**src/rtl/video_sync_decoder.sv**
```systemverilog
// Video sync decoder: measures hsync/vsync timing, locks onto a stable raster
// and reports each active pixel with its (hpos, vpos) two clocks after the pins.
module video_sync_decoder #(
    parameter int H_OFFSET = 46,
    parameter int V_OFFSET = 8,
    parameter int H_ACTIVE = 256,
    parameter int V_ACTIVE = 240
) (
    input  logic       clk,
    input  logic       reset,
    input  logic       hsync,
    input  logic       vsync,
    input  logic [2:0] rgb,
    output logic [2:0] pixel,
    output logic [8:0] hpos,
    output logic [8:0] vpos,
    output logic       pixel_valid,
    output logic       frame_start,
    output logic       locked,
    output logic [9:0] line_len,
    output logic [9:0] frame_lines
);

    typedef enum logic [1:0] {UNLOCKED, ACQUIRE, LOCKED} lock_state_e;

    localparam logic [10:0] H_LO    = 11'(H_OFFSET);
    localparam logic [10:0] H_HI    = 11'(H_OFFSET + H_ACTIVE);
    localparam logic [10:0] V_LO    = 11'(V_OFFSET);
    localparam logic [10:0] V_HI    = 11'(V_OFFSET + V_ACTIVE);
    localparam logic [9:0]  H_OFF10 = 10'(H_OFFSET);
    localparam logic [9:0]  V_OFF10 = 10'(V_OFFSET);

    // stage 1
    logic       hs1_q, vs1_q, hs_prev_q, vs_prev_q;
    logic [2:0] rgb1_q;
    logic       hs_rise, vs_rise;

    // counters and measurements
    logic [9:0] hcount_q, hcount_d, vcount_q, vcount_d;
    logic [9:0] line_len_q, line_len_d, frame_lines_q, frame_lines_d;

    // lock tracking
    lock_state_e state_q, state_d;
    logic [9:0]  ref_len_q, ref_len_d, ref_lines_q, ref_lines_d;
    logic        all_match_q, all_match_d;
    logic        first_q, first_d;
    logic        len_mismatch;

    // stage 2
    logic       valid_d;
    logic [2:0] pixel_q;
    logic [8:0] hpos_q, vpos_q;
    logic       pixel_valid_q, frame_start_q;

    assign hs_rise = hs1_q & ~hs_prev_q;
    assign vs_rise = vs1_q & ~vs_prev_q;

    // Stage 1: register the pins and keep the previous sync levels for edge detection
    always_ff @(posedge clk) begin
        if (reset) begin
            hs1_q     <= 1'b0;
            vs1_q     <= 1'b0;
            hs_prev_q <= 1'b0;
            vs_prev_q <= 1'b0;
            rgb1_q    <= '0;
        end else begin
            hs1_q     <= hsync;
            vs1_q     <= vsync;
            hs_prev_q <= hs1_q;
            vs_prev_q <= vs1_q;
            rgb1_q    <= rgb;
        end
    end

    // Counter next values; hcount_d/vcount_d are the position of the stage-1 pixel
    always_comb begin
        hcount_d      = (hcount_q == '1) ? hcount_q : hcount_q + 10'd1;
        vcount_d      = vcount_q;
        line_len_d    = line_len_q;
        frame_lines_d = frame_lines_q;
        if (hs_rise) begin
            hcount_d   = '0;
            line_len_d = hcount_q + 10'd1;
            if (vcount_q != '1) vcount_d = vcount_q + 10'd1;
        end
        if (vs_rise) begin
            vcount_d      = '0;
            frame_lines_d = vcount_q;
        end
    end

    assign len_mismatch = hs_rise && !first_q && (line_len_d != ref_len_q);

    // Lock FSM next state and reference bookkeeping
    always_comb begin
        state_d     = state_q;
        ref_len_d   = ref_len_q;
        ref_lines_d = ref_lines_q;
        all_match_d = all_match_q & ~len_mismatch;
        first_d     = first_q & ~hs_rise;
        case (state_q)
            UNLOCKED: begin
                if (vs_rise) begin
                    state_d     = ACQUIRE;
                    ref_len_d   = '0;
                    ref_lines_d = '0;
                    all_match_d = 1'b1;
                end
            end
            ACQUIRE: begin
                if (vs_rise) begin
                    if (all_match_d && (vcount_q == ref_lines_q)) begin
                        state_d = LOCKED;
                    end else begin
                        ref_len_d   = line_len_d;
                        ref_lines_d = vcount_q;
                    end
                    all_match_d = 1'b1;
                end
            end
            LOCKED: begin
                if (len_mismatch || (vs_rise && (vcount_q != ref_lines_q))) begin
                    state_d = UNLOCKED;
                    first_d = 1'b1;
                end
            end
            default: state_d = UNLOCKED;
        endcase
        // a stalled hsync overrides every other transition
        if (hcount_q == '1) begin
            state_d = UNLOCKED;
            first_d = 1'b1;
        end
    end

    // Counter, measurement and lock state registers
    always_ff @(posedge clk) begin
        if (reset) begin
            hcount_q      <= '0;
            vcount_q      <= '0;
            line_len_q    <= '0;
            frame_lines_q <= '0;
            state_q       <= UNLOCKED;
            ref_len_q     <= '0;
            ref_lines_q   <= '0;
            all_match_q   <= 1'b0;
            first_q       <= 1'b1;
        end else begin
            hcount_q      <= hcount_d;
            vcount_q      <= vcount_d;
            line_len_q    <= line_len_d;
            frame_lines_q <= frame_lines_d;
            state_q       <= state_d;
            ref_len_q     <= ref_len_d;
            ref_lines_q   <= ref_lines_d;
            all_match_q   <= all_match_d;
            first_q       <= first_d;
        end
    end

    // Active-area decode uses the next lock state so pixel_valid and locked fall together
    always_comb begin
        valid_d = (state_d == LOCKED)
               && ({1'b0, hcount_d} >= H_LO) && ({1'b0, hcount_d} < H_HI)
               && ({1'b0, vcount_d} >= V_LO) && ({1'b0, vcount_d} < V_HI);
    end

    // Stage 2: output pixel and position; position holds outside the active area
    always_ff @(posedge clk) begin
        if (reset) begin
            pixel_q       <= '0;
            hpos_q        <= '0;
            vpos_q        <= '0;
            pixel_valid_q <= 1'b0;
            frame_start_q <= 1'b0;
        end else begin
            pixel_q       <= valid_d ? rgb1_q : 3'd0;
            pixel_valid_q <= valid_d;
            frame_start_q <= valid_d && (hcount_d == H_OFF10) && (vcount_d == V_OFF10);
            if (valid_d) begin
                hpos_q <= 9'(hcount_d - H_OFF10);
                vpos_q <= 9'(vcount_d - V_OFF10);
            end
        end
    end

    assign pixel       = pixel_q;
    assign hpos        = hpos_q;
    assign vpos        = vpos_q;
    assign pixel_valid = pixel_valid_q;
    assign frame_start = frame_start_q;
    assign locked      = (state_q == LOCKED);
    assign line_len    = line_len_q;
    assign frame_lines = frame_lines_q;

endmodule

```
**config.mk**
```make
export PLATFORM = sky130hd
export DESIGN_NAME = video_sync_decoder
export DESIGN_NICKNAME = d
export VERILOG_FILES = /design/src/rtl/video_sync_decoder.sv
export SDC_FILE = /design/constraint.sdc
export NUM_CORES = 1
export LEC_CHECK = 0
export CAP_MARGIN = 20
export CORE_MARGIN = 8
export CORE_UTILIZATION = 28
export DETAILED_ROUTE_END_ITERATION = 10
export GPL_ROUTABILITY_DRIVEN = 1
export SLEW_MARGIN = 5
export SYNTH_ARGS = -nofsm -noshare
export SYNTH_HDL_FRONTEND = slang
export SYNTH_SLANG_ARGS = --single-unit
```
**constraint.sdc**
```tcl
create_clock -name clk -period 2.7 [get_ports clk]
set_input_delay 0.54 -clock clk [delete_from_list [all_inputs] [get_ports clk]]
set_output_delay 0.54 -clock clk [all_outputs]
set_load 0.02 [all_outputs]
```
### Yosys cells after proc, flatten, opt, wreduce, memory -nomap -nowiden

Index checks and enable logic that the tools add are counted.

* register bits: 94
* word-level logic and storage cells: 90
* input port bits: 7

* multiplexer cells: 23
* bitwise logic cells: 9
* reduce and logical (&&, ||, !) cells: 18
* order comparisons: 4
* add/sub/neg operators: 4
* equal/unequal tests: 13

Operator list (count)
* 2-to-1 mux 10 bit: 11
* case mux 10 bit (2 select lines): 2
* adder 10 x 1 -> 10 bit (second input constant): 2
* != test 10 bit: 2
* equality test 10 bit: 1
* equality test 10 bit (second input constant): 1
* equality test 10 x 4 -> 1 bit (second input constant): 1
* equality test 10 x 6 -> 1 bit (second input constant): 1
* >= comparator 10 x 4 -> 1 bit (second input constant): 1
* >= comparator 10 x 6 -> 1 bit (second input constant): 1
* logical AND 1 bit: 10
* < comparator 10 x 8 -> 1 bit (second input constant): 1
* < comparator 10 x 9 -> 1 bit (second input constant): 1
* 2-to-1 mux 2 bit: 5
* != test 10 bit (second input constant): 1
* subtractor 9 x 4 -> 9 bit (second input constant): 1
* subtractor 9 x 6 -> 9 bit (second input constant): 1
* != test 2 bit (second input constant): 3
* case mux 2 bit (3 select lines): 1
* OR reduction 2 bit: 3
* NOT 1 bit: 5
* AND 1 bit: 4
* equality test 2 bit (second input constant): 2
* 2-to-1 mux 1 bit: 4
* 6 further kinds: 6

### Depth between registers and ports, before layout

* depth in word-level cells: 19
* mapped depth: 12

### Worst setup path after synthesis

No wires, ideal clock.

* path kind: flip-flop to flip-flop
* start: register hcount_q[1]
* end: register vpos_q[3], in the netlist vpos[3]
* slack: 0.009 ns
* required time: 2.572 ns
* stages on the path, launching flop included: 12
* arrival time: 2.563 ns
* setup time: 0.128 ns
* period minus slack after synthesis: 2.691 ns
* cell sequence: dfxtp_1 > ha_1 > buf_2 > inv_1 > a31oi_1 > o31ai_1 > a311oi_1 > mux2_2 > a2111oi_4 > buf_6 > mux2i_1 > nor2_1

* cells in the longest elaborated chain, start to end: 16

RTL lines
* start: declaration: line 39 `logic [9:0] hcount_q, hcount_d, vcount_q, vcount_d;`
* start signal: assignment: line 149 `hcount_q <= hcount_d;`
* adder 10 x 1 -> 10 bit: line 77, 83
* 2-to-1 mux 10 bit: line 81 `if (hs_rise) begin`
* != test 10 bit: line 92 `assign len_mismatch = hs_rise && !first_q && (line_len_d != ref_len_q);`
* logical AND 1 bit: line 92
* NOT 1 bit: line 99 `all_match_d = all_match_q & ~len_mismatch;`
* AND 1 bit: line 99
* logical AND 1 bit: line 112 `if (all_match_d && (vcount_q == ref_lines_q)) begin`
* 2-to-1 mux 2 bit: line 112
* 2-to-1 mux 2 bit: line 111 `if (vs_rise) begin`
* case mux 2 bit (3 select lines): line 101 `case (state_q)`
* 2-to-1 mux 2 bit: line 130 `if (hcount_q == '1) begin`
* equality test 2 bit: line 163 `valid_d = (state_d == LOCKED)`
* logical AND 1 bit: line 164 `&& ({1'b0, hcount_d} >= H_LO) && ({1'b0, hcount_d} < H_HI)`
* logical AND 1 bit (*): line 164
* logical AND 1 bit (*) (2 in series): line 165 `&& ({1'b0, vcount_d} >= V_LO) && ({1'b0, vcount_d} < V_HI);`
* end signal: assignment: line 182 `vpos_q <= 9'(vcount_d - V_OFF10);`
* end: declaration: line 52 `logic [8:0] hpos_q, vpos_q;`

Mark *: on every way between the ends. The rest lies on a longest branch, timed or not.
A chain may end at the register's enable or synchronous reset.

### Worst setup path in the final report

* start: register hcount_q[0]
* end: register ref_len_q[1]

* cells in the longest elaborated chain, start to end: 9

RTL lines
* adder 10 x 1 -> 10 bit (*): line 83 `line_len_d = hcount_q + 10'd1;`
* 2-to-1 mux 10 bit (*): line 81
* != test 10 bit: line 92
* logical AND 1 bit: line 92
* NOT 1 bit: line 99
* AND 1 bit: line 99
* logical AND 1 bit: line 112
* != test 2 bit (no source line)
* AND reduction 4 bit (no source line)
* end signal: assignment: line 154 `ref_len_q <= ref_len_d;`
* end: declaration: line 44 `logic [9:0] ref_len_q, ref_len_d, ref_lines_q, ref_lines_d;`

Mark *: on every way between the ends. The rest lies on a longest branch, timed or not. The select of a mux whose other input is x is not followed.

==> flow_summary.ini <==
[yosys]
synthesis.instances = 548
yosysMostFrequentCell = dfxtp_1
synth_nets = 559
synth-seq-cells = 94
avgSynthCellArea_um2 = 8.62
ys_top_cells_by_count = dfxtp_1 (94), nor2_1 (60), nand2_1 (42)
synth_top_area_share_pct = 39.8
synth_area_um2 = 4720
yosys_warnings = 0
synth_edf_count = 0
synth_cell_types = 75
ys_seq_area_share_pct = 39.8
synth_flop_cell = dfxtp_1
synth_area_leaders = dfxtp_1 (40%), nor2_1 (4.8%), xnor2_1 (4.5%)
synthArstFlopShare_pct = 0
synth.largest_area_cell = dfxtp_1

[route]
dr.pass1.iters = 4
via_per_inst = 5.01
drt-total-wl_um = 13600
drcViolationCount = 0
wire_per_inst_um = 15.7
vias = 4336
drtIter0Drc = 362
drtAntennaViolNets = 0

[setup_path]
ff2ff_setup_slack_ns = 0.09
crit_start = hcount_q[0]
required_ns = 2.94
crit_top_cell = buf_6
worst-setup-path-type = flop to flop
cp-end-kind = flop
crit_fanout = 9
cp_num_cells = 12
cp_top_family = compound AO/OA/AOI/OAI gates
critPathSlowestCell = a2111oi_1
cp.arrival_ns = 2.85
start_kind = flop
rr_worst_depth = 12
critPathBufInv = 4
timing.rr.start = hcount_q[0]
cpPeakStageDelay_ns = 0.49
path_cells = ha_2, buf_6, buf_6, nand3_2, nand3b_1, o311ai_0, a2111oi_1, buf_4, and4bb_2, a21oi_4, buf_6, o22a_1

[power_and_ir_drop]
p_total_uw = 3100
p_switching_uw = 736
p_int_uw = 2360
swShare_pct = 23.8
power.share.sequential_pct = 46.5
peakVddDrop_mv = 0.292
clkPwrFrac_pct = 43.6
power.density_nw_per_um2 = 485
power_leakage_uw = 0.00231
power_frac_comb_pct = 9.8

[global_routing]
global_route.usage.met3_pct = 3.11
use_met1_pct = 15.6
busiest_layer = met2
use_met2_pct = 20.3
grt_overflow = 0
grt_usage_pct = 12.5
grt_pass1_vias = 4213
grt_max_degree = 52
antenna_found_initial = 0
grt_pass1_wl_um = 21700

[timing]
drv_slew = 0
setup_ws_ns = 0.0880
max_slew.worst_pin.slew_ns = 0.507
setup-violations-final = 0
min_period_over_period_pct = 96.7
rsz0062_at_grt = true
clock_skew_ns = 0.00875
fmax_mhz = 383
finalWorstPathRequiredPeriod_ns = 2.61
hold_viol = 0
slew_headroom_pct = 66.2

[cts]
cts_inserted_buffers = 9
cts_htree_levels = 3
clk_latency_ns = 0.35
clkSlewWorstSetupHoldPaths_ns = 0.07
cts_sinks = 94
cts_tree = built
clockBufferDepth = 2
cts-root-buf = clkbuf_16

[finish]
fill_cells = 1627
drive_above_1_share_pct = 22.3
regArea_um2 = 1890
nNetsFinal = 652
multi_input_area_um2 = 2750
synthToLayoutAreaGrowth_pct = 35.4
num_antenna_cells = 0
postLayoutCellArea_um2 = 6390

[floorplanning]
die_h_um = 146
die_x_um = 146
row_count = 47
core_area_um2 = 16500
start_util_pct = 28.6
dieArea_um2 = 21300
boundaryPins = 51

[outcome]
status = finished, final reports clean

[hold_path]
hp-class = flop to flop
hold_depth = 1
hold_path_startpoint = rgb1_q[2]

[job]
cap_violations = 0

[placement]
pre_cts_ws_ns = -0.0697
portBuffers = 50
dp_hpwl_um = 9980
place_area_um2 = 5830
place.gp.congestion = 0.937
cells by family after synthesis:
group | synth area share (%)
and+or+nand+nor | 27.8
AOI/OAI and AO/OA | 17.3
DFF | 39.8
buffers and inverters | 5.11
xor gates and xnor gates | 6.30
muxes | 2.60
adders and majority gates | 1.06
cell usage in the layout, fill, tap and decap left out, drive strengths merged, types with 3 or more instances in the layout:
cell           count
a211oi            14
a21oi             30
a311oi             3
and2               7
and3               5
and4               6
buf               73
clkbuf            11
clkdlybuf4s50     49
clkinv             3
dfxtp             94
ha                 4
inv               12
mux2i             10
nand2             42
nand2b            22
nand3             22
nand3b             3
nand4             10
nand4b             5
nor2              63
nor2b             10
nor3              11
nor3b              4
nor4              10
nor4bb             3
o211ai             3
o21a               3
o21ai             21
o22a               7
o311ai             3
xnor2             24
xor2              10
per-layer routing:
layer  vias to the layer above  part of all wire, %
met2                       106                   46
li1                       2142                    -
met3                        11                  5.4
met4                         0                  1.2
met1                      2077                   47
met5                         -                    0
timing repair:
item,in CTS,in global routing
hold buffers,0,0
endpoints found under the setup margin,41,45
gates cloned,0,1
resized for setup,6,42
buffers inserted,0,6
endpoints found under the hold margin,0,0
pin swaps,0,12
through the flow:
| step | setup TNS [ns] | cells | hold slack [ns] | utilization, % |
|---|---|---|---|---|
| floorplan | 0 | 548 | 0.406 | - |
| global placement | -0.557 | 843 | 0.412 | 35.3 |
| detailed placement | -1.64 | 843 | 0.416 | 35.3 |
| CTS | -0.00398 | 859 | 0.432 | 37.3 |
| global route | -0.692 | 866 | 0.450 | 38.7 |
| finish | 0 | 866 | 0.425 | 38.7 |
power by group through the flow:
| stage | clock [uW] | sequential [uW] | combinational, uW |
|---|---|---|---|
| final | 1350 | 1440 | 304 |
| after CTS | 1390 | 1440 | 287 |
| after floorplan | 0 | 1480 | 168 |
| after global routing | 1450 | 1450 | 331 |
| after global placement | 0 | 1470 | 281 |
| after detailed placement | 0 | 1470 | 285 |
worst paths after layout:
check	end
setup / recovery	ref_len_q[1]
hold / removal	pixel[2]
setup reg to reg	ref_len_q[1]
hold reg to reg	pixel[2]
area by class of cell:
cell class	count	share of cell area, %
clock buffer	10	3.58
multi-input combinational	401	42.9
timing repair buffer	123	17.5
sequential	94	29.6
clock inverter	6	1.35
inverter	12	0.705
tap	220	4.31
flip-flops by register name, indices dropped and copies added (netlist names), 2 cells and up:
name,count
frame_lines,10
hcount_q,10
hpos,9
line_len,10
pixel,3
ref_len_q,10
ref_lines_q,10
rgb1_q,3
state_q,2
vcount_q,10
vpos,9
No activity file was read; power rests on OpenSTA's default activity.
==> edit: new RTL, same settings <==
Register the output `locked`; this adds one clock of latency there. The other outputs are not delayed to match.
--- a/src/rtl/video_sync_decoder.sv
+++ b/src/rtl/video_sync_decoder.sv
@@ -189,7 +189,9 @@
     assign vpos        = vpos_q;
     assign pixel_valid = pixel_valid_q;
     assign frame_start = frame_start_q;
-    assign locked      = (state_q == LOCKED);
+    always_ff @(posedge clk) begin
+        locked <= (state_q == LOCKED);
+    end
     assign line_len    = line_len_q;
     assign frame_lines = frame_lines_q;
 
Check against the original RTL: not equivalent (a bounded check fails within 10 cycles, from zero or initial values and one cycle with reset high).
==> edit against the unedited design <==
Total power down 2.0%; die area grew 0.38%; critical path depth decreased by 1; cell area increased by 2.8%; sequential share of layout area is 0.36 points lower; synthesized area grew 0.42%; final cell count increased by 1.6%; wire length up 2.9%; sequential cell count increased by 1; highest routed layer unchanged; setup slack worse by 0.031 ns.
==> edit: results (changes against the unedited design) <==
• **number of global-route vias before repair** 4308, +2.3%
• **total nets after synthesis** 560, +0.18%
• **detailed router's first-iteration violation count** 283, -22%
• **CP Max Fanout** 8, -1
• **setup skew after layout** 0.0111 ns, +0.00236 ns
• **outcome** finished clean
• **setup slack of the most critical reg-to-reg path** 0.06 ns, -0.03 ns
• **global router's overall resource usage** 12.7%, +0.20 points
• **cell types with the largest area share after synthesis** dfxtp_1 40%, nor2_1 4.7%, xnor2_1 4.4%, nand2_1 3.3%, a21oi_1 3.2%
• **endpoint of the worst register-to-register path** hpos[2]$_SDFFE_PP0N_
• **sequential area share after synthesis** 40.1%, +0.25 points
• **mean cell area of the mapped netlist** 8.64 um^2, +0.24%
• **worst supply voltage drop on vdd** 0.325 mV, +11%
• **Net count, final** 666, +2.1%
• **RD Place Congestion** 0.867, -7.5%
• **post-placement cell area** 0.00591 mm^2, +1.3%
• **Synth Area in Compound Gates** 17.3%, -0.073 points
• **Avg Vias per Cell** 5.01, about the same
• **final cell area excluding filler cells** 0.00658 mm^2, +2.8%
• **worst reg2reg startpoint** hcount_q[1]$_SDFF_PP0_
• **xor-xnor portion of the synthesized cell area** 6.28%, -0.027 points
• **layout filler cell count** 1666, +2.4%
• **post-synthesis share of cell area spent on full adders, half adders and majority gates** 1.06%, -0.0045 points
• **post-synthesis mux area share** 2.59%, -0.011 points
• **worst-case setup slack after placement** -0.0362 ns, +0.0334 ns
• **smallest hold slack** 0.434 ns, +0.00844 ns
• **end of the critical path** hpos[2]$_SDFFE_PP0N_
• **overall routed net length** 14.0 mm, +2.9%
• **synth cell count leaders** 95 x dfxtp_1, 60 x nor2_1, 42 x nand2_1
• **CP max stage cell** dfxtp_4
• **actual transition at the worst max-transition pin** 0.615 ns, +0.108 ns
• **arrival time reported for the critical path endpoint** 2.88 ns, +0.03 ns
==> edit: layer usage <==
layer  share of wire, %  global-route usage, %  wire, um  vias up
met5                  0                      0         0        -
met4                2.0                   6.18       282        0
met3                4.7                   2.66       658       18
met2                 46                   20.2      6430      115
met1                 47                   16.0      6590     2106
li1                   -                      -         -     2168
==> edit: layout make-up <==
type,count,area [um^2],area share [%]
sequential,95,1920,29.2
clock inverter,5,57.6,0.875
multi-input combinational,401,2780,42.3
inverter,12,45.0,0.685
timing repair buffer,136,1260,19.2
clock buffer,11,233,3.54
tap,220,275,4.19
==> edit: power breakdown <==
group	total, mW	leakage [nW]	switching (mW)	internal [mW]
clock network	1.27	0.144	0.551	0.720
logic	0.307	1.48	0.166	0.141
registers	1.46	0.776	0.0295	1.43
==> edit: what timing repair did <==
action / in CTS / in global routing
gates resized for setup: 7 / 55
gates cloned: 2 / 1
pin swaps: 4 / 24
hold endpoints to repair: 0 / 0
setup buffers: 1 / 10
setup endpoints to repair: 15 / 45
